### src/rtl/rectifier_adc_sequencer.sv
// Sequences two AD7822 ADCs (Ibat then Vbat): CONVST pulse, EOC wait, CS/RD read, latch.
// Latency: one frame = 2*(CONVST_W + EOC wait + RD_W + 1) + 1 cycles after the trigger is sampled.
// No backpressure: triggers seen outside IDLE are dropped, o_valid is a one-cycle pulse.
module rectifier_adc_sequencer #(
  parameter int CONVST_W = 4,
  parameter int RD_W     = 3,
  parameter int TIMEOUT  = 200
) (
  input  logic       i_clock,
  input  logic       i_reset,
  input  logic       i_trigger,
  input  logic       i_clear_err,
  input  logic [1:0] i_ADC_EOC_n,
  input  logic [7:0] i_ADC_DB,
  output logic [1:0] o_ADC_CONVST_n,
  output logic [1:0] o_ADC_CS_n,
  output logic [1:0] o_ADC_RD_n,
  output logic [7:0] o_Ibat_ADC,
  output logic [7:0] o_Vbat_ADC,
  output logic       o_valid,
  output logic       o_busy,
  output logic [1:0] o_timeout
);

  // Terminal counts for the 8-bit phase counter; each phase ends when cnt hits its *_LAST.
  localparam logic [7:0] CONV_LAST = 8'(CONVST_W - 1);
  localparam logic [7:0] RD_LAST   = 8'(RD_W - 1);
  localparam logic [7:0] TO_LAST   = 8'(TIMEOUT - 1);

  typedef enum logic [2:0] {
    S_IDLE,
    S_CONV,
    S_WAIT_EOC,
    S_READ,
    S_NEXT,
    S_DONE
  } state_t;

  state_t     state;
  logic       ch;
  logic [7:0] cnt;
  logic [1:0] eoc_meta;
  logic [1:0] eoc_sync;

  // Saturating increment so a long stall can never wrap the counter back to a terminal count.
  function automatic logic [7:0] sat_inc(input logic [7:0] v);
    return (v == 8'hFF) ? v : v + 8'd1;
  endfunction

  // Active-low strobe pattern selecting only the given channel.
  function automatic logic [1:0] ch_low(input logic c);
    return c ? 2'b01 : 2'b10;
  endfunction

  // Two-flop synchronizer for the asynchronous EOC lines; idles high (no conversion done).
  always_ff @(posedge i_clock) begin
    if (i_reset) begin
      eoc_meta <= 2'b11;
      eoc_sync <= 2'b11;
    end else begin
      eoc_meta <= i_ADC_EOC_n;
      eoc_sync <= eoc_meta;
    end
  end

  // Frame FSM with registered strobes; strobes change on state entry so their low
  // width equals the number of cycles spent in CONV or READ.
  always_ff @(posedge i_clock) begin
    if (i_reset) begin
      state          <= S_IDLE;
      ch             <= 1'b0;
      cnt            <= 8'd0;
      o_ADC_CONVST_n <= 2'b11;
      o_ADC_CS_n     <= 2'b11;
      o_ADC_RD_n     <= 2'b11;
      o_Ibat_ADC     <= 8'd0;
      o_Vbat_ADC     <= 8'd0;
      o_valid        <= 1'b0;
      o_busy         <= 1'b0;
      o_timeout      <= 2'b00;
    end else begin
      o_valid <= 1'b0;
      // Clear first so a timeout set later in this block overrides it.
      if (i_clear_err) o_timeout <= 2'b00;

      case (state)
        S_IDLE: begin
          if (i_trigger) begin
            state          <= S_CONV;
            ch             <= 1'b0;
            cnt            <= 8'd0;
            o_ADC_CONVST_n <= ch_low(1'b0);
            o_busy         <= 1'b1;
          end
        end

        S_CONV: begin
          if (cnt == CONV_LAST) begin
            o_ADC_CONVST_n <= 2'b11;
            cnt            <= 8'd0;
            state          <= S_WAIT_EOC;
          end else begin
            cnt <= sat_inc(cnt);
          end
        end

        S_WAIT_EOC: begin
          if (!eoc_sync[ch]) begin
            state      <= S_READ;
            cnt        <= 8'd0;
            o_ADC_CS_n <= ch_low(ch);
            o_ADC_RD_n <= ch_low(ch);
          end else if (cnt == TO_LAST) begin
            // Give up on this channel; its last good code stays in place.
            o_timeout[ch] <= 1'b1;
            state         <= S_NEXT;
          end else begin
            cnt <= sat_inc(cnt);
          end
        end

        S_READ: begin
          if (cnt == RD_LAST) begin
            if (ch) o_Vbat_ADC <= i_ADC_DB;
            else    o_Ibat_ADC <= i_ADC_DB;
            o_ADC_CS_n <= 2'b11;
            o_ADC_RD_n <= 2'b11;
            state      <= S_NEXT;
          end else begin
            cnt <= sat_inc(cnt);
          end
        end

        S_NEXT: begin
          if (!ch) begin
            ch             <= 1'b1;
            cnt            <= 8'd0;
            o_ADC_CONVST_n <= ch_low(1'b1);
            state          <= S_CONV;
          end else begin
            o_valid <= 1'b1;
            state   <= S_DONE;
          end
        end

        S_DONE: begin
          o_busy <= 1'b0;
          state  <= S_IDLE;
        end

        default: begin
          o_ADC_CONVST_n <= 2'b11;
          o_ADC_CS_n     <= 2'b11;
          o_ADC_RD_n     <= 2'b11;
          o_busy         <= 1'b0;
          state          <= S_IDLE;
        end
      endcase
    end
  end

endmodule

### config.mk
export PLATFORM = sky130hd
export DESIGN_NAME = rectifier_adc_sequencer
export DESIGN_NICKNAME = d
export VERILOG_FILES = /design/src/rtl/rectifier_adc_sequencer.sv
export SDC_FILE = /design/constraint.sdc
export NUM_CORES = 1
export LEC_CHECK = 0
export ABC_AREA = 1
export BUFFER_PORTS_ARGS = -buffer_cell sky130_fd_sc_hd__buf_2
export CAP_MARGIN = 30
export CORE_MARGIN = 3
export CORE_UTILIZATION = 40
export DETAILED_ROUTE_END_ITERATION = 12
export GPL_TIMING_DRIVEN = 1
export PLACE_DENSITY = 0.62
export SLEW_MARGIN = 10
export SYNTH_ARGS = -nofsm -noshare
export SYNTH_HDL_FRONTEND = slang
export SYNTH_SLANG_ARGS = --single-unit
### constraint.sdc
create_clock -name i_clock -period 3.1 [get_ports i_clock]
set_input_delay 0.62 -clock i_clock [delete_from_list [all_inputs] [get_ports i_clock]]
set_output_delay 0.62 -clock i_clock [all_outputs]
set_load 0.01 [all_outputs]
* After elaboration in Yosys (flattened, before gate mapping)
Cells that the tools add are included.
** Word-level totals
- Bits in registers :: 40
- Input bits :: 14
- Output and inout port bits :: 26
- Logic and storage cells :: 91
** Operators by class
- Add/subtract/negate cells :: 1
- $lt $le $gt $ge :: 2
- Equal/unequal tests :: 17
- Muxes and demuxes :: 37
- Bitwise gates (word level) :: 6
- Reduce and logical (&&, ||, !) cells :: 16
** Operators with widths (number)
- two-way mux 8 bit :: 7
- one-hot mux 8 bit (5 select lines) :: 1
- two-way mux 2 bit :: 11
- two-way mux 3 bit :: 6
- equality test 8 x 2 -> 1 bit, second input constant :: 2
- equality test 8 bit, second input constant :: 2
- one-hot mux 3 bit (5 select lines) :: 1
- inequality test 2 bit, second input constant :: 6
- AND reduction 3 bit :: 3
- adder 8 x 1 -> 8 bit, second input constant :: 1
- one-hot mux 2 bit (4 select lines) :: 1
- AND reduction 4 bit :: 2
- OR reduction 4 bit :: 2
- equality test 3 x 2 -> 1 bit, second input constant :: 2
- equality test 3 bit, second input constant :: 2
- two-way mux 1 bit :: 6
- inequality test 3 bit, second input constant :: 2
- one-hot mux 2 bit (3 select lines) :: 1
- inverter 1 bit :: 5
- AND reduction 5 bit :: 1
- nonzero test 5 bit :: 1
- one-hot mux 1 bit (2 select lines) :: 2
- AND reduction 2 bit :: 2
- equality test 3 x 1 -> 1 bit, second input constant :: 1
- 9 further kinds :: 9

* Logic depth before layout (Yosys ltp)
Gate-level depths: netlist of the first run.
- Depth in word-level cells :: 8
- Gate-level depth with buffers :: 10
- Gate-level depth less buffers :: 10

* Worst setup path after synthesis of the first run
OpenSTA, ideal clock, no wires.
- Path type :: reg-to-reg
- Start :: register cnt[1]
- End :: register state[1]
- Setup time :: 0.115 ns
- Arrival time :: 1.339 ns
- Data required time :: 2.985 ns
- Setup slack :: 1.645 ns
- Stages on the path, launching flop included :: 11
- Path buffers :: 0
- Clock period less this slack :: 1.455 ns
- Path through :: dfxtp_1 ha_1 nand2_1 inv_1 nand2_1 nor2_2 nor2_1 nor2_1 nand2_1 o21ai_0 inv_1
** Between the ends
- Word-level cells in the longest chain between the ends :: 3
- Elaborated cells between the ends (all ways) :: 7
** RTL lines
- start: declaration :: RTL line 41 : logic [7:0] cnt;
- start signal: assignment :: RTL line 103 : cnt <= sat_inc(cnt);
- start signal: assignment :: RTL line 118 : cnt <= sat_inc(cnt);
- start signal: assignment :: RTL line 130 : cnt <= sat_inc(cnt);
- equality test 8 bit (tied with other cells) :: RTL line 113 : end else if (cnt == TO_LAST) begin
- inequality test 3 bit (no line) or inequality test 2 bit (tied branches)
- AND reduction 4 bit (no line) (*)
- end signal: assignment :: RTL line 109 : state <= S_READ;
- end signal: assignment :: RTL line 116 : state <= S_NEXT;
- end signal: assignment :: RTL line 128 : state <= S_NEXT;
- end: declaration :: RTL line 39 : state_t state;
Mark *: on every way between the ends. The rest lies on a longest branch, timed or not.
A chain may end at the register's enable or synchronous reset.

* Worst setup path after layout of the first run
- Start :: register cnt[0]
- End :: register state[1]
The elaborated chain is that of the path after synthesis.

==> PnR_summary.wiki, run 1 <==
{| class="wikitable"
! Metric !! Value
|-
| Wire length of the first global-routing pass || 7224 µm
|-
| Clock transition at the registers of the reported paths || around 0.07 ns
|-
| Antenna violations before repair || 0
|-
| CTS tree || yes
|-
| Total negative slack || 0 ns
|-
| Dominant cells by area after synthesis || sky130_fd_sc_hd__dfxtp_1 (40%), sky130_fd_sc_hd__nand2_1 (8.3%), sky130_fd_sc_hd__inv_1 (6.8%), sky130_fd_sc_hd__a21oi_1 (6.1%), sky130_fd_sc_hd__o21ai_0 (5.6%)
|-
| Normalized max-slew margin || a little under three fifths
|-
| Setup Viol. Count Final || 0
|-
| Unrepaired setup endpoints after global routing || false
|-
| Critical path class || reg -> reg
|-
| Max-slew violation total from the final report || 0
|-
| Clock Root Buffer || sky130_fd_sc_hd__clkbuf_8
|-
| Synthesized flop and latch total || 40
|-
| Detailed-router iteration count before antenna repair || 4
|-
| Number of warnings issued by yosys || 0
|-
| Switching power summed over all nets || 0.5981 mW
|-
| Status || complete, no violations
|-
| Clock group share of total power || a little over a quarter
|-
| Syn_nets || 281
|-
| Number of clock sinks || 40
|-
| Sequential cell area fraction in the yosys report || 40.43%
|-
| TritonCTS Buffers || 5
|-
| Comb power frac || 34.3%
|-
| Number of distinct library cell variants in the gate-level netlist after synthesis || 33
|-
| Reg2reg setup slack || ~1.4 ns
|-
| Placed cell area || 0.002191 mm²
|-
| Gpl congestion || about 0.79
|-
| Maximum net fanout on the critical path || 5
|-
| Mean area per synthesized cell || 7.474 µm²
|-
| GR Util All Layers || 14.97%
|-
| FP Rows || 24
|-
| # hold bufs at CTS || 0
|-
| Number of top-level pins || 40
|-
| Max capacitance violation total || 0
|-
| Cells after Synth || 265
|-
| Post_cts resized || 0
|-
| Met2 usage in global routing || 23.29%
|-
| Port bufs || 39
|-
| Final Net Count || 319
|-
| Crit path DAT || 1.90 ns
|-
| Most common flop cell mapped by yosys || sky130_fd_sc_hd__dfxtp_1
|-
| Initial core utilization || 43.39%
|-
| Total standard cell area after synthesis || 0.001981 mm²
|-
| Register share of total power || 39.6%
|-
| Critical path startpoint || cnt[0]$_SDFFE_PP0P_
|-
| Power Dens Cells || between 600 and 700 mW/mm²
|-
| Maximum clock path buffer count || 2
|-
| Portion of synthesized cell area occupied by the leading cell type || 40.43%
|-
| Met1 Usage GRT || 19.78%
|-
| Number of violations reported at the end of detailed-routing iteration 0 || 98
|-
| Placeable core region || between 0.004 and 0.005 mm²
|-
| Worst setup SP type || flop
|-
| Final Critical Period || 1.707 ns
|-
| Final routed wire length divided by cell count || 11.14 µm
|-
| Internal power component || around 1.0 mW
|-
| Dominant cell type by area after synthesis || sky130_fd_sc_hd__dfxtp_1
|-
| DRC violations left || 0
|-
| Area of the die || 0.005832 mm²
|-
| Post-DP HPWL || 3014 µm
|-
| Area added between synthesis and finish || 16.05%
|-
| Number of fill cells || approximately 470
|-
| Vias in the first global route || 1,595
|-
| Share of final-layout standard cells stronger than drive strength 1 || 26.64%
|-
| Total Wirelength || just over 4000 µm
|-
| Busiest layer in global routing || met2
|-
| Share of synthesized registers carrying an async set or reset || 0%
|-
| Vertical extent of the die || 76.37 µm
|-
| Number of flops mapped to enable cells by yosys || 0
|-
| Worst-margin pin slew || 0.6568 ns
|-
| Worst-case vdd ir drop || around 0.00026 V
|-
| DR vias/cell || 4.740
|-
| Final ANT Viol Nets || 0
|-
| Fin area || 0.002298 mm²
|-
| Critical Path RT || 3.29 ns
|-
| Endpoint of the lowest-slack register-to-register path || state[1]$_SDFFE_PP0P_
|-
| Switching part of the total power || 37.45%
|-
| Chip Width || 76.37 µm
|-
| Worst clock skew || roughly 0.0024 ns
|-
| Antenna diode count || 0
|-
| Maximum clock frequency || 0.5860 GHz
|-
| Final Cycle Share || 55.05%
|-
| Overflow left after global routing || 0
|-
| Skew-Pair Late Insertion Delay || just under 0.3 ns
|-
| Critical path endpoint category || flop
|-
| Total via count in the routed design || 1,749
|-
| Static Leak || between 1 and 1.5 nW
|-
| Number of cells traversed by the worst register-to-register path || 10
|-
| H-tree lvl count || 2
|-
| Utilization of the core after routing || between 50 and 60%
|-
| Termination of the worst setup path || state[1]$_SDFFE_PP0P_
|-
| Hold WC Path Type || reg -> reg
|-
| R2R Path Start || cnt[0]$_SDFFE_PP0P_
|-
| Number of hold violations in the final report || 0
|-
| Pin count of the biggest net entering global routing || 24
|-
| Met3 Use GR || between 4 and 5%
|-
| Number of buffers inserted to repair setup after CTS || 0
|}
[cell type report]
type                            instances  area [µm²]  area share, %
Inverter                               41       155.1          6.750
Clock buffer                            6       72.57          3.157
Sequential cell                        40       800.8          34.84
Tap cell                               65       81.33          3.538
Timing Repair Buffer                   39       195.2          8.492
Clock inverter                          2       35.03          1.524
Multi-Input combinational cell        176       958.4          41.70
[through the flow]
step / cells / hold slack (ns) / setup WS [ns] / power [mW]
after floorplan: 265 / 0.3895 / 1.645 / 1.062
after global placement: 361 / 0.3961 / 1.351 / 1.187
after detailed placement: 361 / 0.3940 / 1.308 / 1.184
after CTS: 369 / 0.4121 / 1.388 / 1.611
after global routing: 369 / 0.4416 / 1.168 / 1.717
final: 369 / 0.4122 / 1.393 / 1.597
[worst max-delay path, cell delays in order, from the launching register on]
cell and delay (ns):
sky130_fd_sc_hd__dfxtp_1 0.40, sky130_fd_sc_hd__ha_1 0.21, sky130_fd_sc_hd__nand2_1 0.13, sky130_fd_sc_hd__inv_1 0.11
sky130_fd_sc_hd__nand2_1 0.06, sky130_fd_sc_hd__nor2_2 0.21, sky130_fd_sc_hd__nor2_1 0.07, sky130_fd_sc_hd__nor2_1 0.13
sky130_fd_sc_hd__nand2_1 0.09, sky130_fd_sc_hd__o21ai_0 0.14, sky130_fd_sc_hd__inv_1 0.05
[synth_stat cells (2+ instances only)]
cell type	n
sky130_fd_sc_hd__nand2_1	44
sky130_fd_sc_hd__dfxtp_1	40
sky130_fd_sc_hd__inv_1	36
sky130_fd_sc_hd__a21oi_1	24
sky130_fd_sc_hd__o21ai_0	22
sky130_fd_sc_hd__nand3_1	20
sky130_fd_sc_hd__nor2_1	18
sky130_fd_sc_hd__nand4_1	6
sky130_fd_sc_hd__nor3_1	5
sky130_fd_sc_hd__or2_2	5
sky130_fd_sc_hd__a21oi_2	4
sky130_fd_sc_hd__inv_2	4
sky130_fd_sc_hd__nor2_2	4
sky130_fd_sc_hd__nor2_4	4
sky130_fd_sc_hd__o21ai_2	4
sky130_fd_sc_hd__clkbuf_1	3
sky130_fd_sc_hd__nand2_2	3
sky130_fd_sc_hd__buf_4	2
sky130_fd_sc_hd__ha_1	2
sky130_fd_sc_hd__nand2_4	2
[cell families (layout without fill, tap and decap cells)]
logic type / after synthesis / in the layout / synth area share [%]
DFF: 40 / 40 / 40.43
buffers and inverters: 49 / 88 / 11.18
xor gates and xnor gates: 2 / 2 / 0.8846
AOI/OAI and AO/OA: 57 / 57 / 16.17
and+or+nand+nor: 115 / 115 / 30.07
adders and majority gates: 2 / 2 / 1.263
[placed cells by master, fill, tap and decap left out]
master	Yosys	routed
sky130_fd_sc_hd__o22ai_1	1	1
sky130_fd_sc_hd__xnor2_1	1	1
sky130_fd_sc_hd__nand2_4	2	2
sky130_fd_sc_hd__a21oi_2	4	4
sky130_fd_sc_hd__ha_1	2	2
sky130_fd_sc_hd__nor2_8	1	1
sky130_fd_sc_hd__o221ai_1	1	1
sky130_fd_sc_hd__nor2_4	4	4
sky130_fd_sc_hd__o21ai_2	4	4
sky130_fd_sc_hd__nor2_2	4	4
sky130_fd_sc_hd__clkbuf_8	1	5
sky130_fd_sc_hd__nand3_2	1	1
sky130_fd_sc_hd__bufinv_16	0	1
sky130_fd_sc_hd__inv_1	36	36
sky130_fd_sc_hd__buf_2	0	39
sky130_fd_sc_hd__nand3_1	20	20
sky130_fd_sc_hd__o21ai_1	1	1
sky130_fd_sc_hd__nand3_4	1	1
sky130_fd_sc_hd__nand4_1	6	6
sky130_fd_sc_hd__or2_2	5	5
sky130_fd_sc_hd__o21ai_0	22	22
sky130_fd_sc_hd__clkinv_2	1	2
sky130_fd_sc_hd__nand2_2	3	3
sky130_fd_sc_hd__xor2_1	1	1
sky130_fd_sc_hd__dfxtp_1	40	40
sky130_fd_sc_hd__a21oi_1	24	24
sky130_fd_sc_hd__nor2_1	18	18
sky130_fd_sc_hd__nand2_1	44	44
sky130_fd_sc_hd__clkbuf_1	3	1
sky130_fd_sc_hd__nor3_1	5	5
sky130_fd_sc_hd__inv_2	4	4
sky130_fd_sc_hd__nor3_2	1	1
[flip-flops by register name, summed over array words and instances, names as in the netlist]
name	cells
o_ADC_CONVST_n	2
o_Ibat_ADC	8
o_busy	1
state	3
ch	1
o_ADC_RD_n	2
o_timeout	2
o_Vbat_ADC	8
eoc_sync	2
eoc_meta	2
o_valid	1
cnt	8
[metal layers]
metal  wire length, µm  up-vias
met1              2073      759
met5                 0        -
met2              1732       55
met3               239        7
met4                65        0
li1                  -      928
[worst min path at each step]
stage,startpoint,endpoint,slack [ns],cells past startpoint
after floorplan,eoc_meta[0]$_SDFF_PP1_,eoc_sync[0]$_SDFF_PP1_,0.39,1
after global placement,eoc_meta[1]$_SDFF_PP1_,eoc_sync[1]$_SDFF_PP1_,0.40,1
after detailed placement,eoc_meta[0]$_SDFF_PP1_,eoc_sync[0]$_SDFF_PP1_,0.39,1
after CTS,eoc_meta[0]$_SDFF_PP1_,eoc_sync[0]$_SDFF_PP1_,0.41,1
after global routing,eoc_meta[0]$_SDFF_PP1_,eoc_sync[0]$_SDFF_PP1_,0.44,1
final,eoc_meta[0]$_SDFF_PP1_,eoc_sync[0]$_SDFF_PP1_,0.41,1
[power groups by stage]
stage	Combinational (mW)	Clock (mW)	Sequential, mW
after global placement	0.545	0	0.642
after detailed placement	0.543	0	0.641
after floorplan	0.417	0	0.646
after global routing	0.618	0.455	0.643
after CTS	0.547	0.432	0.632
final	0.548	0.418	0.632
No activity file was read; power rests on OpenSTA's default activity.
==> run 2: changes to the inputs <==
- PLACE_DENSITY: 0.62 -> 0.65
- clock period: 3.1 -> 1.5 ns (I/O delays scaled with it)
==> run 2 against run 1 <==
  * The flow now finishes with violations (negative setup slack)
  * Clock-buffer cell count shrank 1
  * Largest power group is now combinational logic
  * Final cell count grew 7.0%
  * Core utilization grew 11 points
  * Critical path depth shrank 1
  * Die area is the same
  * Global-route usage grew 2.2 points
  * Routed wire length grew 21%
==> PnR_summary.wiki, run 2 (same netlist as run 1, synthesis figures left out) <==
{| class="wikitable"
! Metric !! Value
|-
| Status || complete, but fails checks
|-
| Violations in the final reports || negative setup slack
|-
| Number of clock sinks || 40
|-
| Placeable core region || 0.004564 mm²
|-
| Area of the die || 0.005832 mm²
|-
| H-tree lvl count || 2
|-
| TritonCTS Buffers || 5
|-
| CP max stage cell || sky130_fd_sc_hd__dfxtp_4
|-
| Final Critical Period || 1.507 ns
|-
| Placed cell area || 0.002351 mm²
|-
| PnR worst setup slack || -0.007185 ns
|-
| Largest registers ranked by flip-flop count || cnt: 8 flops, o_Ibat_ADC: 8 flops, o_Vbat_ADC: 8 flops
|-
| Power Dens Cells || 1366 mW/mm²
|-
| Cell occurring most often along the worst timing path || sky130_fd_sc_hd__nor2_1
|-
| Total Wirelength || between 4000 and 5000 µm
|-
| Final Cycle Share || 100.5%
|-
| Fin area || 0.002780 mm²
|-
| Number of hold violations in the final report || 0
|-
| Critical Path RT || 1.69 ns
|-
| Skew-Pair Late Insertion Delay || 0.29 ns
|-
| Worst Hold Slack || between 0.15 and 0.2 ns
|-
| DRC violations left || 0
|-
| Crit path DAT || between 1.5 and 2 ns
|-
| Port bufs || 39
|-
| Maximum clock frequency || approximately 0.66 GHz
|-
| Antenna diode count || 0
|-
| Maximum net fanout on the critical path || 4
|-
| Setup Viol. Count Final || 1
|-
| Normalized max-slew margin || 80.06%
|-
| Gpl congestion || just over 0.9
|-
| Worst-case vdd ir drop || ~0.0008 V
|-
| Antenna violations before repair || 0
|-
| Final Net Count || approximately 350
|-
| Most common cell after layout, fill and taps aside || sky130_fd_sc_hd__buf_2
|-
| DR vias/cell || 4.977
|-
| Unrepaired setup endpoints after global routing || true
|-
| Maximum clock path buffer count || 2
|-
| Wire length of the first global-routing pass || 8266 µm
|-
| Total negative slack || -0.007185 ns
|-
| # hold bufs at CTS || 0
|-
| Detailed-router iteration count before antenna repair || 4
|-
| Number of fill cells || 407
|-
| Clock transition at the registers of the reported paths || 0.08 ns
|-
| Vertical extent of the die || 76.37 µm
|-
| Area added between synthesis and finish || 40.37%
|-
| Clock Root Buffer || sky130_fd_sc_hd__clkbuf_8
|-
| Critical path endpoint category || flop
|-
| Kind of cell adding the most delay to the critical path || simple AND/OR/NAND/NOR gates
|-
| Worst-margin pin slew || 0.2984 ns
|-
| Top library cells by usage in the layout, fill and taps aside || sky130_fd_sc_hd__buf_2 (39), sky130_fd_sc_hd__nand2_1 (37), sky130_fd_sc_hd__inv_1 (33), sky130_fd_sc_hd__dfxtp_1 (33), sky130_fd_sc_hd__buf_4 (19)
|-
| FP Rows || 24
|-
| Worst setup SP type || flop
|-
| Number of top-level pins || 40
|-
| Overflow left after global routing || 0
|-
| Cells along the critical path || ha_4 > buf_6 > nand3_2 > nor2_1 > nor2_1 > nor2_2 > nand2_2 > o21ai_1 > inv_1
|-
| Static Leak || 1.336 nW
|-
| Number of violations reported at the end of detailed-routing iteration 0 || 126
|-
| Post-DP HPWL || 3409 µm
|-
| Pin count of the biggest net entering global routing || 19
|-
| Dpl ws || -0.02902 ns
|-
| Chip Width || about 76 µm
|-
| Count of buffer and inverter cells on the critical path || 2
|-
| Vias in the first global route || 1,814
|-
| Worst clock skew || 0.004267 ns
|-
| Share of final-layout standard cells stronger than drive strength 1 || 44.55%
|-
| Initial core utilization || a little over two fifths
|-
| Total via count in the routed design || 1,966
|-
| Max incr delay on CP || 0.39 ns
|-
| Max-slew violation total from the final report || 0
|-
| Critical path class || reg -> reg
|-
| Hold WC Path Type || in -> reg
|-
| Final routed wire length divided by cell count || 12.56 µm
|-
| GR Util All Layers || 17.13%
|-
| CTS tree || yes
|-
| Utilization of the core after routing || between 60% and 70%
|-
| Final ANT Viol Nets || 0
|-
| Max capacitance violation total || 0
|}
## run 2: cell count changes in the layout (fill, tap and decap cells not counted), moves of 3 or more
cell	delta
sky130_fd_sc_hd__o21ai_0	-8
sky130_fd_sc_hd__buf_4	+19
sky130_fd_sc_hd__nor2_4	+6
sky130_fd_sc_hd__buf_12	+4
sky130_fd_sc_hd__o21ai_2	+3
sky130_fd_sc_hd__nand2_2	+6
sky130_fd_sc_hd__dfxtp_4	+5
sky130_fd_sc_hd__nor2_1	-5
sky130_fd_sc_hd__a21oi_2	+8
sky130_fd_sc_hd__o21ai_1	+5
sky130_fd_sc_hd__inv_1	-3
sky130_fd_sc_hd__dfxtp_1	-7
sky130_fd_sc_hd__a21oi_1	-8
sky130_fd_sc_hd__nand2_1	-7
## run 2: worst paths after layout
path / startpoint / to / slack [ns] / cells past startpoint
worst max-delay path: cnt[0]$_SDFFE_PP0P_ / state[1]$_SDFFE_PP0P_ / -0.007 / 9
worst min-delay path: i_ADC_EOC_n[1] / eoc_meta[1]$_SDFF_PP1_ / 0.19 / 2
worst max register to register: cnt[0]$_SDFFE_PP0P_ / state[1]$_SDFFE_PP0P_ / -0.007 / 9
worst min register to register: eoc_meta[1]$_SDFF_PP1_ / eoc_sync[1]$_SDFF_PP1_ / 0.42 / 1
## run 2: stage by stage
stage               cells  power [mW]
finish                395       3.799
global route          395       4.077
CTS                   389       3.580
detailed placement    379       2.501
global placement      379       2.488
floorplan             265       2.196
## run 2: per-layer routing
metal	track usage (%)	wire (µm)
met3	4.019	313
met1	22.03	2214
met5	0	0
met4	5.435	78
met2	28.30	2355
## run 2: layout make-up
class                   instances  area, µm²  area share, %
clock buffers                   5      68.82          2.475
well taps                      65      81.33          2.925
flip-flops and latches         40      822.0          29.57
multi-input cells             177       1122          40.37
inverters                      41      157.7          5.671
repair buffers                 65      467.9          16.83
clock inverters                 2      60.06          2.160
## run 2: power by group
part | total [mW] | switching, mW | internal (mW)
Sequential | 1.37 | 0.147 | 1.22
Clock | 1.02 | 0.363 | 0.655
Combinational | 1.41 | 0.886 | 0.528
Total | 3.80 | 1.40 | 2.40
## run 2: timing repair
item,4_1_cts,5_1_grt
gates resized for setup,10,55
endpoints found under the setup margin,26,32
pin swaps,5,31
buffers inserted,1,6
gates cloned,2,0
==> run 3: changes to the inputs <==
- ABC_AREA: 1 -> default
- SKIP_CTS_REPAIR_TIMING: default -> 1
==> run 3 against run 2 <==
  * The run still ends with negative setup slack left
  * Routed wire length decreased by 11%
  * Sequential cell count unchanged
  * Via count decreased by 13%
  * Largest cell class unchanged
  * Critical path depth decreased by 4
  * Final cell count decreased by 16%
  * Global-route usage decreased by 0.57 points
==> PnR_summary.wiki, run 3 <==
{| class="wikitable"
! Metric !! Value
|-
| Pin count of the biggest net entering global routing || 27
|-
| Setup Viol. Count Final || 27
|-
| Worst clock skew || 0.006554 ns
|-
| FP Rows || 24
|-
| Final ANT Viol Nets || 0
|-
| Post-DP HPWL || 3260 µm
|-
| Max incr delay on CP || 0.41 ns
|-
| Sequential cell area fraction in the yosys report || 42.98%
|-
| Number of hold violations in the final report || 0
|-
| Area added between synthesis and finish || 43.12%
|-
| Cell types with the highest counts after synthesis || sky130_fd_sc_hd__dfxtp_1 (40), sky130_fd_sc_hd__nor2_1 (31), sky130_fd_sc_hd__a21oi_1 (17), sky130_fd_sc_hd__mux2i_1 (17), sky130_fd_sc_hd__nand2_1 (11)
|-
| Number of gates on the worst path with buffers counted || 5
|-
| Count of buffer and inverter cells on the critical path || 0
|-
| DR vias/cell || slightly above 5
|-
| Gpl congestion || 0.8453
|-
| Crit path DAT || 1.81 ns
|-
| Skew-Pair Late Insertion Delay || 0.29 ns
|-
| Placed cell area || 0.002411 mm²
|-
| Placeable core region || around 0.0044 mm²
|-
| Portion of synthesized cell area occupied by the leading cell type || 42.98%
|-
| Maximum clock frequency || 0.6205 GHz
|-
| Final Net Count || 295
|-
| Most common flop cell mapped by yosys || sky130_fd_sc_hd__dfxtp_1
|-
| Number of clock sinks || 40
|-
| Worst hold path cell count || 2
|-
| GR Util All Layers || between 10% and 20%
|-
| Violations in the final reports || negative setup slack
|-
| Cells after Synth || 207
|-
| Number of flops mapped to enable cells by yosys || 0
|-
| Syn_nets || around 220
|-
| Share of final-layout standard cells stronger than drive strength 1 || 49.64%
|-
| Number of distinct library cell variants in the gate-level netlist after synthesis || 48
|-
| Final routed wire length divided by cell count || 13.28 µm
|-
| Maximum clock path buffer count || 2
|-
| Max-slew violation total from the final report || 0
|-
| Unrepaired setup endpoints after global routing || true
|-
| CP max stage cell || sky130_fd_sc_hd__or3b_4
|-
| Initial core utilization || 42.21%
|-
| Mean area per synthesized cell || 9.000 µm²
|-
| Dominant cell type by area after synthesis || sky130_fd_sc_hd__dfxtp_1
|-
| Top library cells by usage in the layout, fill and taps aside || sky130_fd_sc_hd__buf_2 (39), sky130_fd_sc_hd__buf_4 (36), sky130_fd_sc_hd__dfxtp_1 (33)
|-
| Status || complete, but fails checks
|-
| Vertical extent of the die || ~74 µm
|-
| Chip Width || 74.25 µm
|-
| Utilization of the core after routing || between 60% and 70%
|-
| DRC violations left || 0
|-
| Number of cells traversed by the worst register-to-register path || 5
|-
| Number of warnings issued by yosys || 0
|-
| Critical path endpoint category || flop
|-
| PnR worst setup slack || -0.1117 ns
|-
| Most frequent cell after synthesis || sky130_fd_sc_hd__dfxtp_1
|-
| Worst-case vdd ir drop || 0.0007831 V
|-
| Detailed-router iteration count before antenna repair || 4
|-
| Total standard cell area after synthesis || 0.001863 mm²
|-
| Normalized max-slew margin || slightly below 70%
|-
| TritonCTS Buffers || 5
|-
| Clock transition at the registers of the reported paths || 0.08 ns
|-
| Max capacitance violation total || 0
|-
| Number of instances in the placed design || 322
|-
| CTS tree || yes
|-
| Hold WC Path Type || in -> reg
|-
| H-tree lvl count || 2
|-
| Static Leak || roughly 1.1 nW
|-
| Area of the die || 0.005512 mm²
|-
| Worst-margin pin slew || 0.4863 ns
|-
| Total Wirelength || 4408 µm
|-
| Wire length of the first global-routing pass || ~7100 µm
|-
| Critical path class || reg -> reg
|-
| Final Critical Period || between 1.5 and 2 ns
|-
| Most common cell after layout, fill and taps aside || sky130_fd_sc_hd__buf_2
|-
| Kind of cell adding the most delay to the critical path || simple AND/OR/NAND/NOR gates
|-
| Antenna violations before repair || 0
|-
| Dpl ws || -0.1733 ns
|-
| Vias in the first global route || 1,549
|-
| Port bufs || 39
|-
| Worst setup SP type || flop
|-
| Dominant cells by area after synthesis || sky130_fd_sc_hd__dfxtp_1 (43%), sky130_fd_sc_hd__mux2i_1 (9.1%), sky130_fd_sc_hd__nor2_1 (6.2%), sky130_fd_sc_hd__a21oi_1 (4.6%), sky130_fd_sc_hd__nor3_1 (2.4%)
|-
| Clock Root Buffer || sky130_fd_sc_hd__clkbuf_8
|-
| Critical Path RT || approximately 1.7 ns
|-
| Cells along the critical path || or3b_4 > o22ai_4 > and3_4 > nand3_2 > o32ai_2
|-
| Number of violations reported at the end of detailed-routing iteration 0 || 66
|-
| Power Dens Cells || 1211 mW/mm²
|-
| Overflow left after global routing || 0
|-
| Fin area || 0.002666 mm²
|-
| Number of top-level pins || 40
|-
| Non-filler instance count after layout || roughly 330
|-
| Antenna diode count || 0
|-
| Share of synthesized registers carrying an async set or reset || 0%
|-
| Largest registers ranked by flip-flop count || cnt: 8 flops, o_Ibat_ADC: 8 flops, o_Vbat_ADC: 8 flops
|-
| Synthesized flop and latch total || 40
|-
| Total via count in the routed design || 1,706
|-
| Maximum net fanout on the critical path || 8
|-
| Final Cycle Share || 107.4%
|}
run 3: kinds of logic after synthesis:
logic type	Yosys count	share of synthesized area (%)
mux	18	9.738
buf+inv	20	6.649
compound gates	39	14.10
fa+ha+maj	2	1.343
simple gates	88	25.18
flops	40	42.98
run 3: report_power, final:
group	total, mW	internal [mW]	switching (mW)
registers	1.20	1.14	0.0616
clock network	0.747	0.372	0.375
logic	1.28	0.611	0.666
total	3.23	2.13	1.10
run 3: layout make-up:
| type | instances | area, µm² |
|---|---|---|
| fill | 392 | 1748 |
| sequential | 40 | 814.5 |
| clock buffer | 6 | 82.58 |
| timing repair buffer | 79 | 528.0 |
| multi-input combinational | 147 | 1139 |
| clock inverter | 2 | 15.01 |
| inverter | 6 | 22.52 |
| tap | 52 | 65.06 |
run 3: routing by layer:
metal	part of all wire, %	up-vias	GRT usage [%]
met5	0	-	0
met2	45	36	24.02
met3	4.4	5	4.595
met1	50	796	23.88
met4	1.0	0	5.138
li1	-	869	-
run 3: path summary, 6_finish.rpt:
| kind | startpoint | to | slack, ns |
|---|---|---|---|
| max | state[0]$_SDFFE_PP0P_ | cnt[1]$_SDFFE_PP0P_ | -0.11 |
| min reg2reg | eoc_meta[0]$_SDFF_PP1_ | eoc_sync[0]$_SDFF_PP1_ | 0.41 |
| max reg2reg | state[0]$_SDFFE_PP0P_ | cnt[1]$_SDFFE_PP0P_ | -0.11 |
| min | i_ADC_EOC_n[1] | eoc_meta[1]$_SDFF_PP1_ | 0.19 |
run 3: stage by stage:
| stage | TNS [ns] | hold slack, ns | total power [mW] |
|---|---|---|---|
| 2_1_floorplan | -0.1820 | 0.3895 | 1.900 |
| 3_3_place_gp | -1.819 | 0.3929 | 2.281 |
| 3_5_place_dp | -2.202 | 0.3983 | 2.297 |
| 4_1_cts | -2.579 | 0.1791 | 3.056 |
| 5_1_grt | -4.116 | 0.1807 | 3.411 |
| 6_report | -1.236 | 0.1885 | 3.228 |
